==> config.mk <==
export PLATFORM = sky130hd
export DESIGN_NAME = uart_tx_engine
export DESIGN_NICKNAME = d
export VERILOG_FILES = /design/src/rtl/uart_tx_engine.sv
export SDC_FILE = /design/constraint.sdc
export NUM_CORES = 1
export LEC_CHECK = 0
export CORE_UTILIZATION = 50
export CTS_BUF_LIST = sky130_fd_sc_hd__clkbuf_2 sky130_fd_sc_hd__clkbuf_4 sky130_fd_sc_hd__clkbuf_8
export DETAILED_ROUTE_END_ITERATION = 7
export GPL_TIMING_DRIVEN = 0
export PLACE_DENSITY = 0.7
export SLEW_MARGIN = 20
export SYNTH_ARGS = -nofsm -noshare
export SYNTH_HDL_FRONTEND = slang
export SYNTH_SLANG_ARGS = --single-unit
==> constraint.sdc <==
create_clock -name PCLK -period 8.3 [get_ports PCLK]
set_input_delay 2.075 -clock PCLK [delete_from_list [all_inputs] [get_ports PCLK]]
set_output_delay 2.075 -clock PCLK [all_outputs]
set_load 0.05 [all_outputs]
==> src/rtl/uart_tx_engine.sv <==
// uart_tx_engine: 8N1 UART transmitter with a one-entry holding register and sticky overrun flag.
// Ports: PCLK / PRESETn (async, active-low) clock and reset; tx_en_i enables frame start;
//   hs_mode_i selects one baud tick per bit; uart_run_flag_i rising edge accepts write_data_i;
//   cd_i is PCLK cycles per baud tick (0 acts as 1); err_clr_i clears error_tx_detect_o;
//   TXD_o serial line (idle high); TXdone_o pulses in the last cycle of the stop bit;
//   tx_busy_o shifter active; tx_buffer_full_o holding register occupied; error_tx_detect_o overrun.
module uart_tx_engine #(
    parameter int DATA_W     = 8,
    parameter int CD_W       = 13,
    parameter int OVERSAMPLE = 16
) (
    input  logic              PCLK,
    input  logic              PRESETn,
    input  logic              tx_en_i,
    input  logic              hs_mode_i,
    input  logic              uart_run_flag_i,
    input  logic [DATA_W-1:0] write_data_i,
    input  logic [CD_W-1:0]   cd_i,
    input  logic              err_clr_i,
    output logic              TXD_o,
    output logic              TXdone_o,
    output logic              tx_busy_o,
    output logic              tx_buffer_full_o,
    output logic              error_tx_detect_o
);
    localparam int SW = (OVERSAMPLE > 1) ? $clog2(OVERSAMPLE) : 1;
    localparam int BW = (DATA_W > 1) ? $clog2(DATA_W) : 1;
    localparam logic [SW-1:0] SMAX = SW'(OVERSAMPLE - 1);
    localparam logic [BW-1:0] BLAST = BW'(DATA_W - 1);

    typedef enum logic [1:0] {IDLE, START, DATA, STOP} state_t;

    state_t            state_q, state_d;
    logic [CD_W-1:0]   cd_q, cd_d, tick_q, tick_d;
    logic [SW-1:0]     samp_q, samp_d;
    logic [BW-1:0]     bit_q, bit_d;
    logic [DATA_W-1:0] shift_q, shift_d, hold_q, hold_d;
    logic              hs_q, hs_d, full_q, full_d, err_q, err_d, txd_q, txd_d, done_q, done_d, run_q;
    logic              accept, load, tick_last, bit_end;

    assign accept    = uart_run_flag_i & ~run_q;
    assign tick_last = tick_q == cd_q - CD_W'(1);
    assign bit_end   = tick_last & (samp_q == (hs_q ? '0 : SMAX));
    // A waiting byte is picked up from IDLE or straight out of the last stop cycle (no idle gap).
    assign load      = full_q & tx_en_i & ((state_q == IDLE) | ((state_q == STOP) & bit_end));

    always_comb begin
        state_d = state_q;
        cd_d    = cd_q;
        hs_d    = hs_q;
        shift_d = shift_q;
        bit_d   = bit_q;
        txd_d   = txd_q;
        tick_d  = '0;
        samp_d  = '0;
        hold_d  = hold_q;
        full_d  = full_q & ~load;
        // The byte being loaded frees the holder this cycle, so a coincident accept is not an overrun.
        if (accept && (!full_q || load)) begin
            hold_d = write_data_i;
            full_d = 1'b1;
        end
        err_d = (err_q & ~err_clr_i) | (accept & full_q & ~load);
        if (state_q != IDLE && !bit_end) begin
            tick_d = tick_last ? '0 : tick_q + CD_W'(1);
            samp_d = tick_last ? samp_q + SW'(1) : samp_q;
        end
        if (load) begin
            state_d = START;
            shift_d = hold_q;
            cd_d    = (cd_i == '0) ? CD_W'(1) : cd_i;
            hs_d    = hs_mode_i;
            txd_d   = 1'b0;
        end else if (bit_end) begin
            case (state_q)
                START: begin
                    state_d = DATA;
                    bit_d   = '0;
                    txd_d   = shift_q[0];
                end
                DATA: begin
                    shift_d = shift_q >> 1;
                    bit_d   = bit_q + BW'(1);
                    state_d = (bit_q == BLAST) ? STOP : DATA;
                    txd_d   = (bit_q == BLAST) ? 1'b1 : shift_d[0];
                end
                STOP: begin
                    state_d = IDLE;
                    txd_d   = 1'b1;
                end
                default: ;
            endcase
        end
        // Registered TXdone: flag the cycle whose next-state counters sit on the stop bit's last tick.
        done_d = (state_d == STOP) & (tick_d == cd_d - CD_W'(1)) & (samp_d == (hs_d ? '0 : SMAX));
    end

    always_ff @(posedge PCLK or negedge PRESETn) begin
        if (!PRESETn) begin
            state_q <= IDLE;
            cd_q    <= '0;
            hs_q    <= 1'b0;
            tick_q  <= '0;
            samp_q  <= '0;
            bit_q   <= '0;
            shift_q <= '0;
            hold_q  <= '0;
            full_q  <= 1'b0;
            err_q   <= 1'b0;
            txd_q   <= 1'b1;
            done_q  <= 1'b0;
            run_q   <= 1'b0;
        end else begin
            state_q <= state_d;
            cd_q    <= cd_d;
            hs_q    <= hs_d;
            tick_q  <= tick_d;
            samp_q  <= samp_d;
            bit_q   <= bit_d;
            shift_q <= shift_d;
            hold_q  <= hold_d;
            full_q  <= full_d;
            err_q   <= err_d;
            txd_q   <= txd_d;
            done_q  <= done_d;
            run_q   <= uart_run_flag_i;
        end
    end

    assign TXD_o             = txd_q;
    assign TXdone_o          = done_q;
    assign tx_busy_o         = state_q != IDLE;
    assign tx_buffer_full_o  = full_q;
    assign error_tx_detect_o = err_q;
endmodule
==> results by group <==
Worst setup path
  • Worst Path Required: 8.53 ns
  • Critical path class: input port to flip-flop
  • Crit path capture type: flip-flop
  • Critical Path AT: 6.55 ns
  • CP Max Fanout: 10
  • R2R Setup Slk: 2.02 ns
  • Worst setup SP type: input port

Drt
  • Initial drt markers: 328
  • Post-route ant nets: 0
  • Vias post-DR: 3296
  • Avg WL per Cell: 17.4 um
  • Drt pass-1 iters: 5
  • DRC errors left: 0
  • Total Routed Length: 9620 um
  • Via density: 5.96

Logic synthesis
  • Async SR Flop Fraction: 1.00
  • Yosys top cell by area: dfrtp_1
  • Number of flops mapped to enable cells by yosys: 0
  • Top cell type's share of synthesized area: 0.369
  • Mapped Nets: 445
  • Main area contributors after synthesis: dfrtp_1 (37%), xnor2_1 (6.0%), mux2_2 (5.3%), nand2_1 (4.0%), xor2_1 (3.9%)
  • Distinct cells, synth: 68
  • Gate Count Post-Synth: 407
  • Syn Area/Cell: 9.33 um2
  • Synth Flop Type: dfrtp_1
  • Syn. warnings: 0
  • Sequential fraction of the synthesis area: 0.376
  • Syn Std Cell Area: 3800 um2
  • Register bit total from synthesis: 57

Timing
  • Max Freq: 158 MHz
  • Fin. max-slew vios: 0
  • RSZ-0062 raised after global routing: false
  • Setup tns final: 0 ns
  • Tightest Pin Transition: 0.746 ns
  • Setup ws final: 1.98 ns
  • Final setup viols: 0
  • Period utilization: 0.762
  • Slew HR: 0.490
  • Skew final: 0.00932 ns
  • Hold violation count in the final report: 0
  • Min Tclk post-route: 6.32 ns

Power
  • Net Sw Power: 0.000136 W
  • Combinational Power Share: 0.053
  • Worst vdd ir: 91.4 uV
  • Sw Ratio: 0.221
  • Clock share of power: 0.478
  • Pint: 0.000477 W
  • Total power: 0.000613 W
  • Sequential power share: 0.469
  • Pwr dens: 137 nW/um2
  • Leakage power: 1.94 nW

Die
  • Die Wd: 89.2 um
  • Die area: 7950 um2
  • Rows: 31
  • Initial Util: 0.521
  • Die Y: 89.2 um
  • Num ports: 32
  • Core area: 7290 um2

Clock network
  • Clk_lat worst skew: 0.35 ns
  • H-tree depth: 3
  • Post-CTS Hold Fix Bufs: 0
  • CTS tree: done
  • Bufs on Longest Clock Path: 2
  • Clk sinks: 57
  • Resized cells post-CTS: 0
  • Post-CTS Repair Setup Buffers: 0
  • Clk slew on worst S/H paths: 0.07 ns
  • Total CTS buffers: 9
  • Root buffer cell: clkbuf_8

Cells and area
  • Most frequent cells in the layout: dfrtp_1 (56), nand2_1 (40), clkdlybuf4s50_1 (30), xnor2_1 (26), inv_1 (25)
  • Final instance area: 4480 um2
  • Ant diodes: 0
  • Fillers: 655
  • Layout Area Growth over Synthesis: 17.8%
  • Post-layout nets: 488
  • Layout cells sized above 1: 0.134
  • Final core utilization: 0.614
  • Most common cell after layout, fill and taps aside: dfrtp_1

Global route
  • Initial antenna violation count: 0
  • Vias in the first global route: 3199
  • First-pass GRT wire length: 15600 um
  • Gr ovfl total: 0
  • GRT Util Overall: 0.266
  • Largest net degree at the start of global routing: 58

Placement
  • Dpl hpwl: 7190 um
  • Port Buf Inserts: 31
  • Worst slack, placed: 1.70 ns
  • GP Congestion: 0.933
  • Placed Area: 4260 um2

Run status
  • Run status: finished, final reports clean

Run
  • Max_cap viols: 0

Hold path
  • Hold Path Class: flip-flop to flip-flop
layer usage:
layer	part of all wire	GRT usage	vias to the layer above
met4	0.031	0.123	0
li1	-	-	1553
met2	0.46	0.422	143
met5	0	0	-
met1	0.45	0.350	1569
met3	0.058	0.0536	31
logic make-up (layout without fill, tap and decap cells):
| group | Yosys count | in the layout | synth area share |
|---|---|---|---|
| multiplexers | 32 | 32 | 0.0902 |
| AO/OA/AOI/OAI | 74 | 74 | 0.136 |
| adder cells (fa/ha/maj) | 11 | 11 | 0.0362 |
| AND/OR/NAND/NOR | 147 | 147 | 0.208 |
| buffers and inverters | 41 | 88 | 0.0448 |
| flip-flops | 57 | 57 | 0.376 |
| XOR/XNOR | 45 | 45 | 0.109 |
stage by stage:
step,std cells,hold slack [ns]
finish,553,0.481
global route,553,0.517
CTS,553,0.484
detailed placement,538,0.469
global placement,537,0.455
floorplan,407,0.435
Yosys cell counts, types with 3 or more instances:
cell / count
dfrtp_1: 56
nand2_1: 40
xnor2_1: 26
inv_1: 25
o21ai_0: 23
nor2_1: 21
mux2_2: 18
xor2_1: 17
nor3_1: 15
mux2i_1: 14
nand3_1: 14
a21oi_1: 11
ha_1: 11
clkbuf_1: 8
nand2b_1: 7
nor4_1: 7
o211ai_1: 7
or3_1: 6
and3_1: 5
nand4_1: 5
or2_2: 5
or4_1: 5
a2111oi_0: 3
buf_2: 3
worst max-delay path, cell delays in order:
cell and delay (ns):
clkdlybuf4s50_1 0.48, o211ai_1 0.18, nor2_2 0.29, buf_6 0.20
buf_4 0.19, clkbuf_1 0.35, nor2_1 0.07, a21oi_1 0.19
ha_1 0.25, inv_1 0.08, or3_1 0.38, nand2b_1 0.18
or3_1 0.38, a2111oi_0 0.47, nor3_1 0.10, mux2_2 0.29
a311oi_1 0.30, a2111oi_2 0.08
registers in the layout, summed over array words and instances, names as in the netlist, 2 cells and up:
signal / flops
samp_q: 4
state_q: 2
hold_q: 8
bit_q: 3
shift_q: 8
cd_q: 13
tick_q: 13
final cells by class:
| class | instances | area (um2) | share of cell area |
|---|---|---|---|
| clock inverters | 5 | 80.1 | 0.0179 |
| plain buffers | 15 | 72.6 | 0.0162 |
| well taps | 99 | 124 | 0.0277 |
| clock buffers | 10 | 138 | 0.0308 |
| flip-flops and latches | 57 | 1430 | 0.319 |
| repair buffers | 32 | 335 | 0.0749 |
| multi-input cells | 309 | 2200 | 0.492 |
| inverters | 26 | 97.6 | 0.0218 |
power groups by stage:
stage,clock network [W],logic [W],registers [W]
2_1_floorplan,0,0.00000753,0.000294
3_3_place_gp,0,0.0000310,0.000293
3_5_place_dp,0,0.0000330,0.000293
4_1_cts,0.000296,0.0000331,0.000287
5_1_grt,0.000309,0.0000363,0.000288
6_report,0.000293,0.0000326,0.000287
path summary, 6_finish.rpt:
path,from,to,depth (start not counted)
setup reg to reg,cd_q[2],TXdone_o,21
min in group asynchronous,PRESETn,samp_q[2],2
hold / removal,hold_q[5],shift_q[5],2
max in group asynchronous,PRESETn,TXD_o,2
hold reg to reg,hold_q[5],shift_q[5],2
setup / recovery,tx_en_i,TXdone_o,18
No activity file was read; power rests on OpenSTA's default activity.
